--- src/rtl/mult8_seq_ctrl_if.sv ---
// Request/response and shared-multiplier signals for mult8_seq_ctrl.
//   in_valid/in_ready/in_a/in_b : operand request handshake
//   out_valid/out_ready/out_p   : product response handshake
//   mx/my/mo                    : operands to / product from the shared HALF x HALF multiplier
//   mul_busy                    : shared multiplier is in use
// slave is the sequencer side; master is the requester/consumer/multiplier side.
interface mult8_seq_ctrl_if #(
  parameter int unsigned HALF = 4
);
  logic              in_valid;
  logic              in_ready;
  logic [2*HALF-1:0] in_a;
  logic [2*HALF-1:0] in_b;
  logic              out_valid;
  logic              out_ready;
  logic [4*HALF-1:0] out_p;
  logic [HALF-1:0]   mx;
  logic [HALF-1:0]   my;
  logic [2*HALF-1:0] mo;
  logic              mul_busy;

  modport slave (
    input  in_valid, in_a, in_b, out_ready, mo,
    output in_ready, out_valid, out_p, mx, my, mul_busy
  );

  modport master (
    output in_valid, in_a, in_b, out_ready, mo,
    input  in_ready, out_valid, out_p, mx, my, mul_busy
  );
endinterface

--- src/rtl/mult8_seq_ctrl.sv ---
// Sequencer computing a 2*HALF x 2*HALF unsigned product with one shared combinational
// HALF x HALF multiplier, four partial products accumulated over four cycles.
// Ports:
//   clk  : clock, rising edge
//   rst  : asynchronous active-high reset
//   bus  : mult8_seq_ctrl_if.slave (request, response and shared-multiplier signals)
module mult8_seq_ctrl #(
  parameter int unsigned HALF = 4
) (
  input logic             clk,
  input logic             rst,
  mult8_seq_ctrl_if.slave bus
);

  localparam int unsigned W  = 2 * HALF;
  localparam int unsigned PW = 4 * HALF;

  typedef enum logic [1:0] {StIdle, StMul, StDone} state_e;

  state_e          state_q;
  logic [W-1:0]    ra_q, rb_q;
  logic [1:0]      step_q;
  logic [PW-1:0]   acc_q, acc_d;
  logic [PW-1:0]   pp;
  logic            in_ready_q, out_valid_q, mul_busy_q;
  logic [HALF-1:0] mx_sel, my_sel;

  // Operand selection: step0 lo*lo, step1 lo*hi, step2 hi*lo, step3 hi*hi.
  always_comb begin
    mx_sel = '0;
    my_sel = '0;
    if (state_q == StMul) begin
      unique case (step_q)
        2'd0: begin mx_sel = ra_q[HALF-1:0]; my_sel = rb_q[HALF-1:0]; end
        2'd1: begin mx_sel = ra_q[HALF-1:0]; my_sel = rb_q[W-1:HALF]; end
        2'd2: begin mx_sel = ra_q[W-1:HALF]; my_sel = rb_q[HALF-1:0]; end
        2'd3: begin mx_sel = ra_q[W-1:HALF]; my_sel = rb_q[W-1:HALF]; end
      endcase
    end
  end

  // Partial product aligned to its weight; the four terms never overflow PW bits.
  always_comb begin
    pp = '0;
    unique case (step_q)
      2'd0:       pp = {{W{1'b0}}, bus.mo};
      2'd1, 2'd2: pp = {{HALF{1'b0}}, bus.mo, {HALF{1'b0}}};
      2'd3:       pp = {bus.mo, {W{1'b0}}};
    endcase
    acc_d = acc_q + pp;
  end

  always_ff @(posedge clk or posedge rst) begin
    if (rst) begin
      state_q     <= StIdle;
      ra_q        <= '0;
      rb_q        <= '0;
      step_q      <= '0;
      acc_q       <= '0;
      in_ready_q  <= 1'b1;
      out_valid_q <= 1'b0;
      mul_busy_q  <= 1'b0;
    end else begin
      case (state_q)
        StIdle: begin
          if (bus.in_valid) begin
            ra_q       <= bus.in_a;
            rb_q       <= bus.in_b;
            acc_q      <= '0;
            step_q     <= '0;
            state_q    <= StMul;
            in_ready_q <= 1'b0;
            mul_busy_q <= 1'b1;
          end
        end
        StMul: begin
          acc_q  <= acc_d;
          step_q <= step_q + 2'd1;
          if (step_q == 2'd3) begin
            state_q     <= StDone;
            mul_busy_q  <= 1'b0;
            out_valid_q <= 1'b1;
          end
        end
        StDone: begin
          if (bus.out_ready) begin
            state_q     <= StIdle;
            out_valid_q <= 1'b0;
            in_ready_q  <= 1'b1;
          end
        end
        default: begin
          state_q     <= StIdle;
          in_ready_q  <= 1'b1;
          out_valid_q <= 1'b0;
          mul_busy_q  <= 1'b0;
        end
      endcase
    end
  end

  assign bus.in_ready  = in_ready_q;
  assign bus.out_valid = out_valid_q;
  assign bus.mul_busy  = mul_busy_q;
  assign bus.out_p     = acc_q;
  assign bus.mx        = mx_sel;
  assign bus.my        = my_sel;

endmodule
--- src/flat_wrapper.sv ---
// flat-port wrapper written by rule: the top's interface ports become plain ports
module mult8_seq_ctrl_flat 
#(
  parameter int unsigned HALF = 4
)
  (clk, rst, bus_in_valid, bus_in_a, bus_in_b, bus_out_ready, bus_mo, bus_in_ready, bus_out_valid, bus_out_p, bus_mx, bus_my, bus_mul_busy);
  mult8_seq_ctrl_if #(.HALF(HALF)) bus_i ();
  input logic clk;
  input logic rst;
  input wire logic [$bits(bus_i.in_valid)-1:0] bus_in_valid;
  input wire logic [$bits(bus_i.in_a)-1:0] bus_in_a;
  input wire logic [$bits(bus_i.in_b)-1:0] bus_in_b;
  input wire logic [$bits(bus_i.out_ready)-1:0] bus_out_ready;
  input wire logic [$bits(bus_i.mo)-1:0] bus_mo;
  output wire logic [$bits(bus_i.in_ready)-1:0] bus_in_ready;
  output wire logic [$bits(bus_i.out_valid)-1:0] bus_out_valid;
  output wire logic [$bits(bus_i.out_p)-1:0] bus_out_p;
  output wire logic [$bits(bus_i.mx)-1:0] bus_mx;
  output wire logic [$bits(bus_i.my)-1:0] bus_my;
  output wire logic [$bits(bus_i.mul_busy)-1:0] bus_mul_busy;
  assign bus_i.in_valid = bus_in_valid;
  assign bus_i.in_a = bus_in_a;
  assign bus_i.in_b = bus_in_b;
  assign bus_i.out_ready = bus_out_ready;
  assign bus_i.mo = bus_mo;
  assign bus_in_ready = bus_i.in_ready;
  assign bus_out_valid = bus_i.out_valid;
  assign bus_out_p = bus_i.out_p;
  assign bus_mx = bus_i.mx;
  assign bus_my = bus_i.my;
  assign bus_mul_busy = bus_i.mul_busy;
  mult8_seq_ctrl #(.HALF(HALF)) u_core (.clk(clk), .rst(rst), .bus(bus_i));
endmodule
--- config.mk ---
export PLATFORM = sky130hd
export DESIGN_NAME = mult8_seq_ctrl_flat
export DESIGN_NICKNAME = d
export VERILOG_FILES = /design/src/rtl/mult8_seq_ctrl_if.sv /design/src/rtl/mult8_seq_ctrl.sv /design/src/flat_wrapper.sv
export SDC_FILE = /design/constraint.sdc
export NUM_CORES = 1
export LEC_CHECK = 0
export BUFFER_PORTS_ARGS = -buffer_cell sky130_fd_sc_hd__buf_2
export CAP_MARGIN = 10
export CORE_MARGIN = 3
export CORE_UTILIZATION = 55
export CTS_CLUSTER_DIAMETER = 150
export DETAILED_ROUTE_END_ITERATION = 10
export PLACE_DENSITY = 0.81
export SLEW_MARGIN = 25
export SYNTH_ARGS = -nofsm -noshare
export SYNTH_HDL_FRONTEND = slang
export SYNTH_SLANG_ARGS = --single-unit
--- constraint.sdc ---
create_clock -name clk -period 4.08 [get_ports clk]
set_clock_uncertainty 0.15 [all_clocks]
set_input_delay 0 -clock clk [delete_from_list [all_inputs] [get_ports clk]]
set_output_delay 0 -clock clk [all_outputs]
set_load 0.02 [all_outputs]
# Word level (Yosys, flattened, before mapping)
# Cells that the tools add are included.
dict set report totals {
  in_bits 28
  regBits 39
  wordCells 57
}
dict set report classes {
  n_reduce_logical 14
  mux 22
  bitwise 3
  n_eq_ne 8
  add_sub_neg 2
}
# cell count
set op_table {}
lappend op_table {{16-bit one-hot mux with 3 select lines} 1}
lappend op_table {{16-bit one-hot mux with 2 select lines} 1}
lappend op_table {{16-bit adder} 1}
lappend op_table {{16-bit two-way mux} 1}
lappend op_table {{4-bit one-hot mux with 2 select lines} 2}
lappend op_table {{3-bit AND reduction} 4}
lappend op_table {{2-bit OR reduction} 5}
lappend op_table {{1-bit one-hot mux with 3 select lines} 3}
lappend op_table {{2-bit two-way mux} 4}
lappend op_table {{4-bit two-way mux} 2}
lappend op_table {{2-bit == test (second input constant)} 3}
lappend op_table {{1-bit two-way mux} 6}
lappend op_table {{2-bit != test (second input constant)} 3}
lappend op_table {{2-bit one-hot mux with 3 select lines} 1}
lappend op_table {{2-bit by 1-bit == test with 1-bit output (second input constant)} 2}
lappend op_table {{2-bit zero test} 2}
lappend op_table {{2-bit one-hot mux with 2 select lines} 1}
lappend op_table {{2-bit AND reduction} 2}
lappend op_table {{1-bit NOT} 3}
lappend op_table {{2-bit by 1-bit adder with 2-bit output (second input constant)} 1}
lappend op_table {{2-bit nonzero test} 1}

# Logic depth before layout (Yosys ltp)
# Gate-level depths: netlist of run 1.
dict set report logic_depth {
  word_depth 5
  depth_mapped 12
}

# Worst setup path after synthesis of run 1
# No wires, ideal clock.
dict set report synth_timing {
  kind {reg2reg}
  start {register u_core.step_q[0]}
  end {register u_core.acc_q[15] (netlist: u_core.bus.out_p[15])}
  n_path_buf 1
  setup_ns 0.064
  synth_period_minus_slack_ns 2.963
  path_stages_with_launch 13
  t_arrival_ns 2.749
  t_required_ns 3.866
  slack_ns 1.117
  cell_sequence {dfrtp_1 inv_1 ha_1 buf_1 nand2_1 o21ai_0 ha_1 a2111oi_4 o21a_1 o2111ai_2 a2111o_1 nand3_1 a31o_2}
}
dict set report synth_via {
  elab_chain_len 5
}
# item line_no
set synth_lines {}
lappend synth_lines {{from (decl)} mult8_seq_ctrl.sv:22} ;# logic [1:0] step_q;
lappend synth_lines {{from (signal assigned)} mult8_seq_ctrl.sv:78} ;# step_q <= step_q + 2'd1;
lappend synth_lines {{2-bit by 1-bit == test with 1-bit output / 2-bit == test (equally long branches)} mult8_seq_ctrl.sv:45} ;# unique case (step_q)
lappend synth_lines {{2-bit OR reduction} mult8_seq_ctrl.sv:45}
lappend synth_lines {{16-bit one-hot mux with 3 select lines (*)} mult8_seq_ctrl.sv:45}
lappend synth_lines {{16-bit adder (*)} mult8_seq_ctrl.sv:50} ;# acc_d = acc_q + pp;
lappend synth_lines {{16-bit one-hot mux with 2 select lines (*)} mult8_seq_ctrl.sv:64} ;# case (state_q)
lappend synth_lines {{to (signal assigned)} mult8_seq_ctrl.sv:59} ;# acc_q <= '0;
lappend synth_lines {{to (signal assigned)} mult8_seq_ctrl.sv:69} ;# acc_q <= '0;
lappend synth_lines {{to (signal assigned)} mult8_seq_ctrl.sv:77} ;# acc_q <= acc_d;
lappend synth_lines {{to (decl)} mult8_seq_ctrl.sv:23} ;# logic [PW-1:0] acc_q, acc_d;
# Mark *: on every way between the ends. The rest lies on a longest branch, timed or not.
# A chain may end at the register's enable or synchronous reset.

# Final worst setup path of run 1
dict set report layout_timing {
  start {register u_core.step_q[0]}
  end {register u_core.acc_q[14] (netlist: u_core.bus.out_p[14])}
}
# Same word-level chain as after synthesis.

==> results of run 1 <==
## power by group
part | internal (mW) | switching (mW)
Clock | 0.245 | 0.140
Combinational | 0.724 | 1.03
Sequential | 0.580 | 0.131
## repair_timing
item	CTS	global route
gates resized for setup	0	0
hold buffers	20	0
hold endpoints to repair	58	0
## state kept, by name, summed over array words and instances, names as in the netlist
register / flops
u_core.rb_q: 8
u_core.bus.mul_busy: 1
u_core.bus.out_p: 16
u_core.ra_q: 8
u_core.bus.out_valid: 1
u_core.bus.in_ready: 1
u_core.step_q: 2
u_core.state_q: 2
## Yosys cell counts, drive strengths merged, types with 3 or more instances
cell type,count
inv,6
a21o,5
and2,7
dfrtp,38
clkbuf,8
nor3,3
o22ai,12
mux2,16
xor2,7
xnor2,6
buf,5
ha,19
a21oi,20
nand3,4
nand2,44
o21ai,25
o21a,4
a22oi,4
nor2,12
## cell type report
class / count / area [µm²] / share of cell area [%]
Multi-Input combinational cell: 213 / 1470 / 46.6
Sequential cell: 39 / 977 / 31.0
Timing Repair Buffer: 76 / 485 / 15.4
Clock buffer: 6 / 72.6 / 2.30
Tap cell: 52 / 65.1 / 2.06
Clock inverter: 2 / 60.1 / 1.90
Inverter: 6 / 22.5 / 0.714
## kinds of logic after synthesis
group	synth area share, %
and+or+nand+nor	14.0
AOI/OAI and AO/OA	22.3
buffers and inverters	3.22
DFF	38.7
adders and majority gates	10.2
xor gates and xnor gates	4.50
muxes	7.13
## cells in the final DEF, fill, tap and decap left out, types with 2 or more instances in the layout
| cell | instances |
|---|---|
| nand3_1 | 4 |
| dfrtp_1 | 38 |
| o21a_1 | 4 |
| buf_4 | 2 |
| clkbuf_8 | 5 |
| a21o_1 | 5 |
| nand2_1 | 44 |
| a21oi_1 | 20 |
| nand2b_1 | 2 |
| mux2_2 | 16 |
| o21ai_0 | 24 |
| and2_1 | 7 |
| nor3_1 | 3 |
| xnor2_1 | 6 |
| or2_2 | 2 |
| inv_1 | 6 |
| nand4_1 | 2 |
| ha_1 | 19 |
| xor2_1 | 7 |
| o22ai_1 | 12 |
| a22o_1 | 2 |
| a22oi_1 | 4 |
| buf_2 | 54 |
| dlygate4sd3_1 | 20 |
| bufinv_16 | 2 |
| nor2_1 | 11 |
## stage by stage
step	utilization [%]	std cells	power [mW]	setup slack, ns
3_5_place_dp	64.4	366	2.45	0.893
4_1_cts	71.9	394	2.86	0.861
2_1_floorplan	-	271	2.06	1.12
3_3_place_gp	64.4	366	2.39	0.995
6_report	71.9	394	2.85	0.859
5_1_grt	71.9	394	3.10	0.600
## critical path: stages, from the launching register on
cell and delay, ns:
dfrtp_1 0.43, inv_1 0.09, ha_1 0.36, and2_1 0.24
ha_1 0.22, fa_1 0.43, a21oi_1 0.30, o21ai_2 0.12
a31oi_2 0.25, o221ai_2 0.13, o21a_1 0.18, o32ai_1 0.23
## final timing paths
| path | to | slack [ns] |
|---|---|---|
| setup / recovery | u_core.bus.out_p[14] | 0.86 |
| hold / removal | u_core.bus.out_p[0] | 0.07 |
| setup reg to reg | u_core.bus.out_p[14] | 0.86 |
| hold reg to reg | u_core.bus.mul_busy | 0.34 |
| max in group asynchronous | u_core.bus.in_ready | 3.20 |
| min in group asynchronous | u_core.bus.out_p[7] | 0.21 |
## metal layers
| layer | part of all wire, % | track usage, % | vias to the layer above |
|---|---|---|---|
| met4 | 1.8 | 7.44 | 0 |
| met2 | 49 | 41.3 | 56 |
| met1 | 44 | 28.9 | 1064 |
| met3 | 4.9 | 3.97 | 11 |
| met5 | 0 | 0 | - |
| li1 | - | - | 1115 |
==> results.yml, run 1 <==
worst_setup_path:
  critPathLaunchType: "flop"
  startpoint: "u_core.step_q[0]"
  required_ns: 4.11
  path_class: "reg -> reg"
  cp.arrival_ns: 3.25
  r2r_start: "u_core.step_q[0]"
  endpoint_kind: "flop"
  cp_max_fo: 16
  r2r_cells: 11
pwr:
  cellLeakagePower_nw: 1.50
  powerDensity_mw_per_mm2: 905
  peakVddDrop_mv: 0.529
finish:
  stdcell_area_mm2: 0.00315
  n_fill_cell: 345
  antennaDiodeCount: 0
  drive_gt1_share_pct: 26.6
  synthToLayoutAreaGrowth_pct: 24.8
  nets: 389
logic_synthesis:
  synth-edff-count: 0
  async_reset_ff_share_pct: 100
  ys.flop_type: "dfrtp_1"
  yosysTopAreaCellShare_pct: 37.6
  synth_area_leaders: "dfrtp_1 38%, ha_1 9.4%, mux2_2 7.1%, nand2_1 6.5%, o21ai_0 4.8%"
  synth_warnings: 0
  synthCells: 271
  yosysSeqAreaShare_pct: 38.7
  syn_area_mm2: 0.00253
  synth_seq_cells: 39
  synth_cell_types: 45
  syn-num-nets: 319
  yosysTopAreaCell: "dfrtp_1"
  avgSynthCellArea_um2: 9.33
grt:
  antenna_found_initial: 0
  grt_start_max_net_pins: 40
  first_global_vias: 2165
  grt.overflow.total: 0
  grt_first_pass_wirelength_um: 9900
  grt_util_all_layers_pct: 23.4
cts:
  root_buffer: "clkbuf_8"
  tritoncts: "built"
  cts_setup_buffers: 0
  clock_latency_ns: 0.29
  htreeDepth: 2
  clk_pin_slew_ns: 0.08
  numCtsBuffers: 5
  cts_buffer_depth: 2
  numClockSinks: 39
floorplanning:
  dieHeight_um: 73.8
  dieArea_mm2: 0.00544
  core_mm2: 0.00438
  io_pins: 55
  rows: 24
  start_util_pct: 57.6
  dieWidth_um: 73.8
run:
  cap_violations: 0
placed_design:
  place_area_mm2: 0.00282
  place.gp.congestion: 0.885
  io_buffers: 54
  dp_hpwl_um: 4160
sta:
  slew_violations: 0
  post-route-period-util_pct: 79.0
  fin_tns_setup_ns: 0
  slew_headroom_pct: 55.2
  rsz0062_at_grt: "no"
  holdWs_ns: 0.0666
  clock.fmax_ghz: 0.310
  setup_violations: 0
  tightest_slew_ns: 0.673
  post-route-min-period_ns: 3.22
  hold_viol: 0
worst_hold_path:
  min_from: "bus_mo[0]"
  hold_depth: 5
  min_path_type: "in -> reg"
route:
  drt-pass1-iter-count: 4
  ant_nets: 0
  drcViolationCount: 0
  avgViaCountPerCell: 5.70
  drt-initial-drc-count: 112
  vias: 2246
  wl_per_cell_um: 15.0
  wl_um: 5930
outcome:
  status: "complete, no violations"
Note: power is estimated with default switching activity, not from simulation.
==> run 2: changes to the inputs <==
--- a/config.mk
+++ b/config.mk
@@ -8,10 +8,10 @@
 export BUFFER_PORTS_ARGS = -buffer_cell sky130_fd_sc_hd__buf_2
 export CAP_MARGIN = 10
 export CORE_MARGIN = 3
-export CORE_UTILIZATION = 55
+export CORE_UTILIZATION = 49
 export CTS_CLUSTER_DIAMETER = 150
 export DETAILED_ROUTE_END_ITERATION = 10
-export PLACE_DENSITY = 0.81
+export PLACE_DENSITY = 0.76
 export SLEW_MARGIN = 25
 export SYNTH_ARGS = -nofsm -noshare
 export SYNTH_HDL_FRONTEND = slang
==> constraint.sdc (replaced) <==
create_clock -name clk -period 2.85 [get_ports clk]
set_clock_uncertainty 0.15 [all_clocks]
set_input_delay 0 -clock clk [delete_from_list [all_inputs] [get_ports clk]]
set_output_delay 0 -clock clk [all_outputs]
set_load 0.02 [all_outputs]
==> run 2 against run 1 <==
Final cell count increased by 7.1%. Worst setup slack got worse by 0.79 ns. Critical path depth increased by 1. Count of clock-buffer cells in the layout stayed put. Power is 53% higher. Via count rose by 3.0%. Register-to-register slack got worse by 0.79 ns. Sequential power increased by 43%. Design area grew 5.4%. Global-route usage is 1.9 points lower.
==> results.yml, run 2 (synthesized netlist as in run 1, its figures left out) <==
sta:
  slew_headroom_pct: 56.6
  slew_violations: 0
  post-route-period-util_pct: 97.6
  fin_tns_setup_ns: 0
  post-route-min-period_ns: 2.78
  holdWs_ns: 0.0423
  tightest_slew_ns: 0.651
  hold_viol: 0
  setup_violations: 0
  clock.fmax_ghz: 0.359
worst_setup_path:
  crit_family: "compound AO/OA/AOI/OAI gates"
  crit_slowest_cell: "dfrtp_1"
  crit_buf_inv: 2
  cp.arrival_ns: 2.82
  path_class: "reg -> reg"
  required_ns: 2.89
  cp_max_fo: 9
  endpoint_kind: "flop"
  timing.critical_path.mode_cell: "o21a_1"
  critPathLaunchType: "flop"
  path_cells: "inv_2, ha_4, buf_4, nand2_1, o21ai_1, ha_1, o21a_1, or2_2, a31oi_4, o221ai_2, o21a_1, o32ai_1"
  critPathMaxStageDelay_ns: 0.39
pwr:
  cellLeakagePower_nw: 1.56
  pwr-share-clk_pct: 11.0
  switching_share_pct: 45.6
  powerDensity_mw_per_mm2: 1310
  p_switching_mw: 1.99
  peakVddDrop_mv: 0.697
  comb_power_share_pct: 65.7
  internal-power_mw: 2.38
  p_seq_share_pct: 23.3
cts:
  root_buffer: "clkbuf_8"
  numClockSinks: 39
  clk_pin_slew_ns: 0.08
  cts_buffer_depth: 2
  tritoncts: "built"
  htreeDepth: 2
  numCtsBuffers: 5
  clock_latency_ns: 0.29
finish:
  antennaDiodeCount: 0
  nets: 402
  final_common_cell: "buf_2"
  drive_gt1_share_pct: 32.4
  mostFrequentLayoutCells: "54 x buf_2, 44 x nand2_1, 38 x dfrtp_1"
  synthToLayoutAreaGrowth_pct: 31.6
  largest_reg_flops: 16
  final_core_util_pct: 68.6
outcome:
  status: "complete, no violations"
placed_design:
  io_buffers: 54
  dp_hpwl_um: 4420
  place.gp.congestion: 0.851
grt:
  grt.overflow.total: 0
  antenna_found_initial: 0
  grt_first_pass_wirelength_um: 10500
  grt_util_all_layers_pct: 21.6
  grt_start_max_net_pins: 40
  first_global_vias: 2285
worst_hold_path:
  min_path_type: "in -> reg"
floorplanning:
  dieArea_mm2: 0.00606
  dieHeight_um: 77.8
  io_pins: 55
  core_mm2: 0.00485
  dieWidth_um: 77.8
  start_util_pct: 52.1
  rows: 25
route:
  ant_nets: 0
  drcViolationCount: 0
  vias: 2313
  wl_per_cell_um: 15.0
  drt-pass1-iter-count: 4
  drt-initial-drc-count: 154
  wl_um: 6320
  avgViaCountPerCell: 5.48
run:
  cap_violations: 0
## run 2: timing repair
action / CTS / global route
endpoints found under the hold margin: 58 / 0
resized for setup: 5 / 13
setup buffers: 0 / 1
gates cloned: 0 / 0
endpoints found under the setup margin: 4 / 6
pin swaps: 2 / 5
hold buffers: 20 / 0
## run 2: path summary, 6_finish.rpt
kind | cells after the start | startpoint | endpoint | slack (ns)
setup / recovery | 12 | u_core.step_q[0] | u_core.bus.out_p[14] | 0.07
hold / removal | 5 | bus_mo[0] | u_core.bus.out_p[0] | 0.04
setup reg to reg | 12 | u_core.step_q[0] | u_core.bus.out_p[14] | 0.07
hold reg to reg | 1 | u_core.bus.mul_busy | u_core.bus.mul_busy | 0.34
max in group asynchronous | 4 | rst | u_core.bus.in_ready | 1.91
min in group asynchronous | 4 | rst | u_core.bus.out_p[2] | 0.26
## run 2: metal layers
metal / track usage (%) / routed length (µm) / part of all wire (%)
met1: 27.1 / 2680 / 42
met5: 0 / 0 / 0
met2: 37.7 / 3210 / 51
met3: 4.06 / 342 / 5.4
met4: 5.69 / 91 / 1.4
## run 2: metrics by stage
stage | power [mW] | setup WS (ns) | std cells | instance area, µm²
after detailed placement | 3.67 | -0.0527 | 393 | 2940
after CTS | 4.25 | 0.0363 | 421 | 3280
after global routing | 4.74 | -0.0103 | 422 | 3330
final | 4.37 | 0.0679 | 422 | 3330
after floorplan | 2.96 | 0.0347 | 271 | 2530
after global placement | 3.60 | 0.0378 | 393 | 2940
## run 2: worst min-delay path, stage by stage
cell and delay (ns):
buf_2 0.11, and2_1 0.12, ha_1 0.11, nand2_1 0.04, o21ai_0 0.06
## run 2: cell type report
class | instances | area [µm²]
Fill cell | 377 | 1520
Clock buffer | 6 | 82.6
Sequential cell | 39 | 977
Clock inverter | 2 | 35.0
Tap cell | 67 | 83.8
Timing Repair Buffer | 89 | 596
Inverter | 6 | 22.5
Multi-Input combinational cell | 213 | 1530
## run 2: power groups by stage
stage	logic, mW	clock network, mW	registers (mW)
global route	3.17	0.521	1.05
CTS	2.74	0.490	1.01
global placement	2.59	0	1.01
floorplan	1.85	0	1.11
finish	2.87	0.480	1.02
detailed placement	2.65	0	1.02
